$ cat src/rtl/fuzzy_aggregator_seq.sv
// Sequential fuzzy-rule aggregator: walks the latched rules one per cycle,
// accumulating clipped weights and floor(w*g/100) terms, then publishes clamped Q1.15 sums.
module fuzzy_aggregator_seq #(
    parameter int unsigned N_RULES = 9,
    parameter int unsigned W_W     = 16,
    parameter int unsigned W_G     = 8
) (
    input  logic                     clk,
    input  logic                     rst,
    input  logic                     start,
    input  logic [N_RULES-1:0]       rule_mask,
    input  logic [N_RULES*W_W-1:0]   w_flat,
    input  logic [N_RULES*W_G-1:0]   g_flat,
    output logic                     busy,
    output logic                     done,
    output logic [15:0]              S_w,
    output logic [15:0]              S_wg,
    output logic                     sat_w,
    output logic                     sat_wg
);

    localparam int unsigned IDX_W  = (N_RULES > 1) ? $clog2(N_RULES) : 1;
    localparam int unsigned ACC_W  = W_W + $clog2(N_RULES) + 1;
    localparam int unsigned PROD_W = W_W + W_G;

    localparam logic [W_W-1:0]    W_MAX     = W_W'(16'h7FFF);
    localparam logic [W_G-1:0]    G_MAX     = W_G'(100);
    localparam logic [ACC_W-1:0]  ACC_CLAMP = ACC_W'(16'h7FFF);
    localparam logic [IDX_W-1:0]  IDX_LAST  = IDX_W'(N_RULES - 1);
    localparam logic [PROD_W-1:0] DIV_100   = PROD_W'(100);

    typedef enum logic [1:0] {
        ST_IDLE,
        ST_ACC,
        ST_PUBLISH
    } state_t;

    state_t              r_state;
    state_t              w_state_nxt;

    logic [N_RULES-1:0]  r_mask;
    logic [W_W-1:0]      r_w [N_RULES];
    logic [W_G-1:0]      r_g [N_RULES];
    logic [IDX_W-1:0]    r_idx;
    logic [ACC_W-1:0]    r_acc_w;
    logic [ACC_W-1:0]    r_acc_wg;

    logic                r_done;
    logic [15:0]         r_s_w;
    logic [15:0]         r_s_wg;
    logic                r_sat_w;
    logic                r_sat_wg;

    logic                w_accept;
    logic                w_last;
    logic                w_en;
    logic [W_W-1:0]      w_w_sel;
    logic [W_G-1:0]      w_g_sel;
    logic [W_W-1:0]      w_w_clip;
    logic [W_G-1:0]      w_g_clip;
    logic [PROD_W-1:0]   w_prod;
    logic [PROD_W-1:0]   w_term;

    assign w_accept = (r_state == ST_IDLE) && start;
    assign w_last   = (r_idx == IDX_LAST);

    // Per-rule term for the rule currently addressed by r_idx
    always_comb begin
        w_en     = r_mask[r_idx];
        w_w_sel  = r_w[r_idx];
        w_g_sel  = r_g[r_idx];
        w_w_clip = (w_w_sel > W_MAX) ? W_MAX : w_w_sel;
        w_g_clip = (w_g_sel > G_MAX) ? G_MAX : w_g_sel;
        w_prod   = PROD_W'(w_w_clip) * PROD_W'(w_g_clip);
        w_term   = w_prod / DIV_100;
    end

    always_ff @(posedge clk) begin
        if (rst) begin
            r_state <= ST_IDLE;
        end else begin
            r_state <= w_state_nxt;
        end
    end

    always_comb begin
        w_state_nxt = r_state;
        case (r_state)
            ST_IDLE:    if (start) w_state_nxt = ST_ACC;
            ST_ACC:     if (w_last) w_state_nxt = ST_PUBLISH;
            ST_PUBLISH: w_state_nxt = ST_IDLE;
            default:    w_state_nxt = ST_IDLE;
        endcase
    end

    // Operand snapshot; only reloaded on an accepted start
    always_ff @(posedge clk) begin
        if (!rst && w_accept) begin
            r_mask <= rule_mask;
            for (int unsigned i = 0; i < N_RULES; i++) begin
                r_w[i] <= w_flat[i*W_W +: W_W];
                r_g[i] <= g_flat[i*W_G +: W_G];
            end
        end
    end

    always_ff @(posedge clk) begin
        if (rst) begin
            r_idx    <= '0;
            r_acc_w  <= '0;
            r_acc_wg <= '0;
            r_done   <= 1'b0;
            r_s_w    <= '0;
            r_s_wg   <= '0;
            r_sat_w  <= 1'b0;
            r_sat_wg <= 1'b0;
        end else begin
            r_done <= 1'b0;
            case (r_state)
                ST_IDLE: begin
                    if (start) begin
                        r_idx    <= '0;
                        r_acc_w  <= '0;
                        r_acc_wg <= '0;
                    end
                end
                ST_ACC: begin
                    if (w_en) begin
                        r_acc_w  <= r_acc_w + ACC_W'(w_w_clip);
                        r_acc_wg <= r_acc_wg + ACC_W'(w_term);
                    end
                    if (!w_last) begin
                        r_idx <= r_idx + 1'b1;
                    end
                end
                ST_PUBLISH: begin
                    r_s_w    <= (r_acc_w > ACC_CLAMP) ? 16'h7FFF : r_acc_w[15:0];
                    r_s_wg   <= (r_acc_wg > ACC_CLAMP) ? 16'h7FFF : r_acc_wg[15:0];
                    r_sat_w  <= (r_acc_w > ACC_CLAMP);
                    r_sat_wg <= (r_acc_wg > ACC_CLAMP);
                    r_done   <= 1'b1;
                end
                default: ;
            endcase
        end
    end

    assign busy   = (r_state != ST_IDLE);
    assign done   = r_done;
    assign S_w    = r_s_w;
    assign S_wg   = r_s_wg;
    assign sat_w  = r_sat_w;
    assign sat_wg = r_sat_wg;

endmodule

$ cat config.mk
export PLATFORM = sky130hd
export DESIGN_NAME = fuzzy_aggregator_seq
export DESIGN_NICKNAME = d
export VERILOG_FILES = /design/src/rtl/fuzzy_aggregator_seq.sv
export SDC_FILE = /design/constraint.sdc
export NUM_CORES = 1
export LEC_CHECK = 0
export BUFFER_PORTS_ARGS = -buffer_cell sky130_fd_sc_hd__buf_4
export CAP_MARGIN = 30
export CORE_UTILIZATION = 60
export DETAILED_ROUTE_END_ITERATION = 6
export PLACE_DENSITY = 0.82
export REMOVE_ABC_BUFFERS = 1
export SYNTH_ARGS = -nofsm -noshare
export SYNTH_HDL_FRONTEND = slang
export SYNTH_SLANG_ARGS = --single-unit
export TNS_END_PERCENT = 5
$ cat constraint.sdc
create_clock -name clk -period 24.9 [get_ports clk]
set_clock_uncertainty 0.05 [all_clocks]
set_input_delay 4.98 -clock clk [delete_from_list [all_inputs] [get_ports clk]]
set_output_delay 4.98 -clock clk [all_outputs]
set_load 0.01 [all_outputs]
* Word-level counts from Yosys, hierarchy flattened
Memories as Yosys holds them, arrays and structs flattened. A register that Yosys moved wholly into a read port is not among the register bits. Cells that the tools add are included.
Operators by class: add/subtract/negate cells 3, multiply operators 1, divide/modulo/power cells 1, $lt $le $gt $ge 5, equal/unequal tests 7, mux-type cells 24, reductions and logical operators 9
Operators with widths (number):
- case mux 21 bit (2 select lines) | 2
- two-way mux 21 bit | 3
- two-way mux 16 bit | 3
- greater-than comparator 21 x 15 -> 1 bit, second input constant | 2
- divider 24 x 7 -> 24 bit, second input constant | 1
- multiplier 16 x 8 -> 24 bit | 1
- two-way mux 4 bit | 6
- adder 21 x 16 -> 21 bit | 1
- adder 21 bit | 1
- greater-than comparator 16 x 15 -> 1 bit, second input constant | 1
- greater-than comparator 8 x 7 -> 1 bit, second input constant | 1
- two-way mux 8 bit | 1
- inequality test 2 bit, second input constant | 4
- case mux 4 bit (2 select lines) | 1
- AND reduction 3 bit | 2
- < comparator 4 x 5 -> 1 bit, second input constant | 1
- adder 4 x 1 -> 4 bit, second input constant | 1
- binary-select mux 1 bit (select 4 bit) | 1
- == test 4 bit, second input constant | 1
- two-way mux 1 bit | 4
- two-way mux 2 bit | 2
- case mux 2 bit (2 select lines) | 1
- nonzero test 2 bit | 2
- == test 2 x 1 -> 1 bit, second input constant | 1
- other kinds (5) | 6
Word-level totals: bits in registers 92, bits in writable memories 216, output and inout bits 36, word-level logic and storage cells 62, memories 2
Memories:
- r_w | words 9, width 16, read ports 1, clocked after Yosys merged registers in 1, write ports 9, line 42 | logic [W_W-1:0] r_w [N_RULES];
- r_g | words 9, width 8, read ports 1, clocked after Yosys merged registers in 1, write ports 9, line 43 | logic [W_G-1:0] r_g [N_RULES];

* Depth between registers and ports, before layout
depth in word-level cells 7, gate-level depth with buffers 97, depth with buffers taken out 91

* Least setup slack after synthesis
No wires, ideal clock.
path kind register to register, start register (tool-made name), end register r_acc_wg[19], data arrival time 20512 ps, slack 4211 ps, stages on the path, launching flop included 88, path buffers 7, path through dfxtp_1 buf_1 clkbuf_1 buf_1 clkbuf_1 mux4_2 nor2b_1 a211oi_1 o21a_1 nor2_1 fa_1 fa_1 fa_1 inv_1 fa_1 inv_1 ha_1 buf_2 [52 not listed] a21oi_1 o21bai_1 a21oi_1 o21bai_1 a21oi_1 o21bai_1 a21oi_1 o21bai_1 a21oi_1 o21bai_1 a21oi_1 o21bai_1 a21oi_1 inv_1 a21oi_1 nor3b_1 xnor2_1 nor2_1
RTL lines:
- to (signal assigned) | line 130 | r_acc_wg <= r_acc_wg + ACC_W'(w_term);
- to (decl) | line 46 | logic [ACC_W-1:0] r_acc_wg;

==> results.cfg <==
[timing]
tns_ns = 0
max-slew-margin-rel = 0.271
finalCritPeriodShare = 0.922
max_freq_mhz = 43.6
rsz0062_at_grt = false
period_minus_slack_ns = 22.96
setup_violations = 0
hold_ws_ns = 0.432
tightest_slew_ns = 1.09
slew_violations = 0
worst_slack_ns = 1.94
hold_viol_final = 0

[placement]
dp_hpwl_mm = 39.7
io_buffers = 263
gp_congestion = 0.892
place_ws_ns = 1.85
dpl.cell_count = 2655

[worst_setup_path]
critical_path_class = reg2reg
cp_num_buf_inv = 6
slowest_delay_ns = 0.76
crit_fanout = 31
worst_path_max_delay_cell = xnor2_1
critPathRequiredTime_ns = 25.24
crit_top_cell = a21oi_1
arrival_ns = 23.30
critPathTopFamily = compound AO/OA/AOI/OAI gates
endpoint_kind = register
start_kind = register

[floorplan]
die_h_um = 189
fp.dieW_um = 189
core_sq_um = 34500
start_util = 0.609
io_pins = 264
dieArea_sq_um = 35700
rows = 68

[synth]
avgSynthCellArea_sq_um = 10.6
yosys_warnings = 0
ys_seq_area_frac = 0.405
synth_edf_count = 225
syn-cell-area_sq_um = 21000
ys_ff_latch = 312
ys_types = 123
ys_async_sr_fraction = 0
synthFlopType = edfxtp_1
postSynthCellCount = 1989

[clock_network]
cts.clk_slew.worst_paths_ns = 0.06
cts-root-buf = clkbuf_16
holdBufCountCts = 0
clockBufferDepth = 3
htreeDepth = 2
clk_latency_ns = 0.53
cts_buffers = 34
cts_tree = done
cts_sinks = 312

[finish]
final_common_cell = buf_4
fillCellCount = 2327
insertedDiodeCount = 0
syn_to_final_growth_pct = 16.7
drive_above_1_share = 0.206
fin_nets = 2631
final_cells = 2714
final_cell_mix = 278 x buf_4, 225 x edfxtp_1, 222 x nor2_1

[global_routing]
grt_first_pass_wirelength_mm = 86.1
track_usage = 0.304
grt_overflow = 0
antenna_found_initial = 0
grt_max_degree = 205
grt_pass1_vias = 16695

[outcome]
status = finished clean

[drt]
drt_iter0_drc = 1389
wire_per_inst_um = 20.0
viasPerCell = 6.16
wirelength_mm = 54.2
vias = 16708
drcViolationCount = 0
drt-pass1-iter-count = 5
drtAntennaViolNets = 0

[flow_run]
cap_violations = 0

[hold_path]
min_path_type = reg2reg
==> cells in the mapped netlist, types with 5 or more instances <==
master / number / area [sq um]
xor2_1: 33 / 289
xnor2_1: 51 / 447
o21ai_1: 19 / 95.1
o21bai_1: 28 / 210
dfxtp_1: 87 / 1740
and4_1: 5 / 43.8
a221oi_1: 5 / 43.8
or3_1: 20 / 125
nor3_1: 88 / 440
a31oi_1: 15 / 93.8
a211o_1: 9 / 78.8
inv_1: 150 / 563
nand2_1: 95 / 357
and3_1: 15 / 93.8
mux4_2: 50 / 1130
or2_2: 8 / 50.1
o31ai_1: 6 / 45.0
or4_1: 5 / 37.5
nor2b_1: 39 / 244
nand3_1: 26 / 130
nor2_1: 225 / 845
buf_2: 14 / 70.1
a2111oi_0: 5 / 43.8
nand4_1: 14 / 87.6
o211ai_1: 14 / 105
fa_1: 86 / 1720
a211oi_1: 41 / 308
a21o_1: 23 / 173
o21ai_0: 43 / 215
a21boi_0: 5 / 37.5
edfxtp_1: 225 / 6760
ha_1: 80 / 1000
o21a_1: 18 / 135
mux2i_1: 20 / 200
nand2b_1: 13 / 81.3
a22oi_1: 35 / 263
o22ai_1: 10 / 62.6
nor3b_1: 6 / 45.0
and2_1: 14 / 87.6
buf_1: 11 / 41.3
nor4_1: 15 / 93.8
clkbuf_1: 61 / 229
a21oi_1: 107 / 536
==> worst paths after layout <==
path                 start           end  slack [ns]  depth (start not counted)
hold reg to reg   S_wg[15]      S_wg[15]        0.43                          1
setup / recovery  register  r_acc_wg[19]        1.94                         86
setup reg to reg  register  r_acc_wg[19]        1.94                         86
hold / removal    S_wg[15]      S_wg[15]        0.43                          1
==> layer usage <==
| metal | routed length (um) | share of wire | GRT usage |
|---|---|---|---|
| met1 | 21600 | 0.40 | 0.383 |
| met2 | 27300 | 0.50 | 0.533 |
| met3 | 3780 | 0.070 | 0.0521 |
| met4 | 1490 | 0.028 | 0.0943 |
| met5 | 0 | 0 | 0 |
==> flip-flops by register name (all words and copies together), names as in the netlist, named ones only <==
name      flops
r_g          72
sat_wg        1
r_w         144
done          1
sat_w         1
r_acc_wg     21
r_acc_w      21
r_mask        9
S_wg         16
r_state       2
S_w          16
r_idx         4
==> metrics by stage <==
stage	util	instance area (sq um)
2_1_floorplan	-	20700
3_3_place_gp	0.678	23400
3_5_place_dp	0.679	23400
4_1_cts	0.710	24500
5_1_grt	0.711	24500
6_report	0.711	24500
==> cell type report <==
cell class / instances / area [sq um] / area share
Clock inverter: 14 / 141 / 0.00577
Timing Repair Buffer: 281 / 2140 / 0.0873
Inverter: 154 / 583 / 0.0238
Sequential cell: 312 / 8500 / 0.347
Clock buffer: 44 / 930 / 0.0380
Multi-Input combinational cell: 1454 / 11600 / 0.475
Tap cell: 455 / 569 / 0.0232
==> logic make-up (layout without fill, tap and decap cells) <==
group,count (synthesis),count (layout),synth area share
and+or+nand+nor,615,615,0.144
AOI/OAI and AO/OA,484,484,0.171
DFF,312,312,0.405
buffers and inverters,245,493,0.0463
adders and majority gates,171,171,0.132
xor gates and xnor gates,86,86,0.0366
muxes,74,74,0.0653
other,2,24,0.000358
==> timing repair <==
item	4_1_cts	5_1_grt
gates resized for setup	0	3
setup endpoints to repair	0	4
buffers inserted	0	0
Power is left out: the tool's default activity adds up to more than one toggle a clock period on the data nets, which glitch-free logic cannot reach.
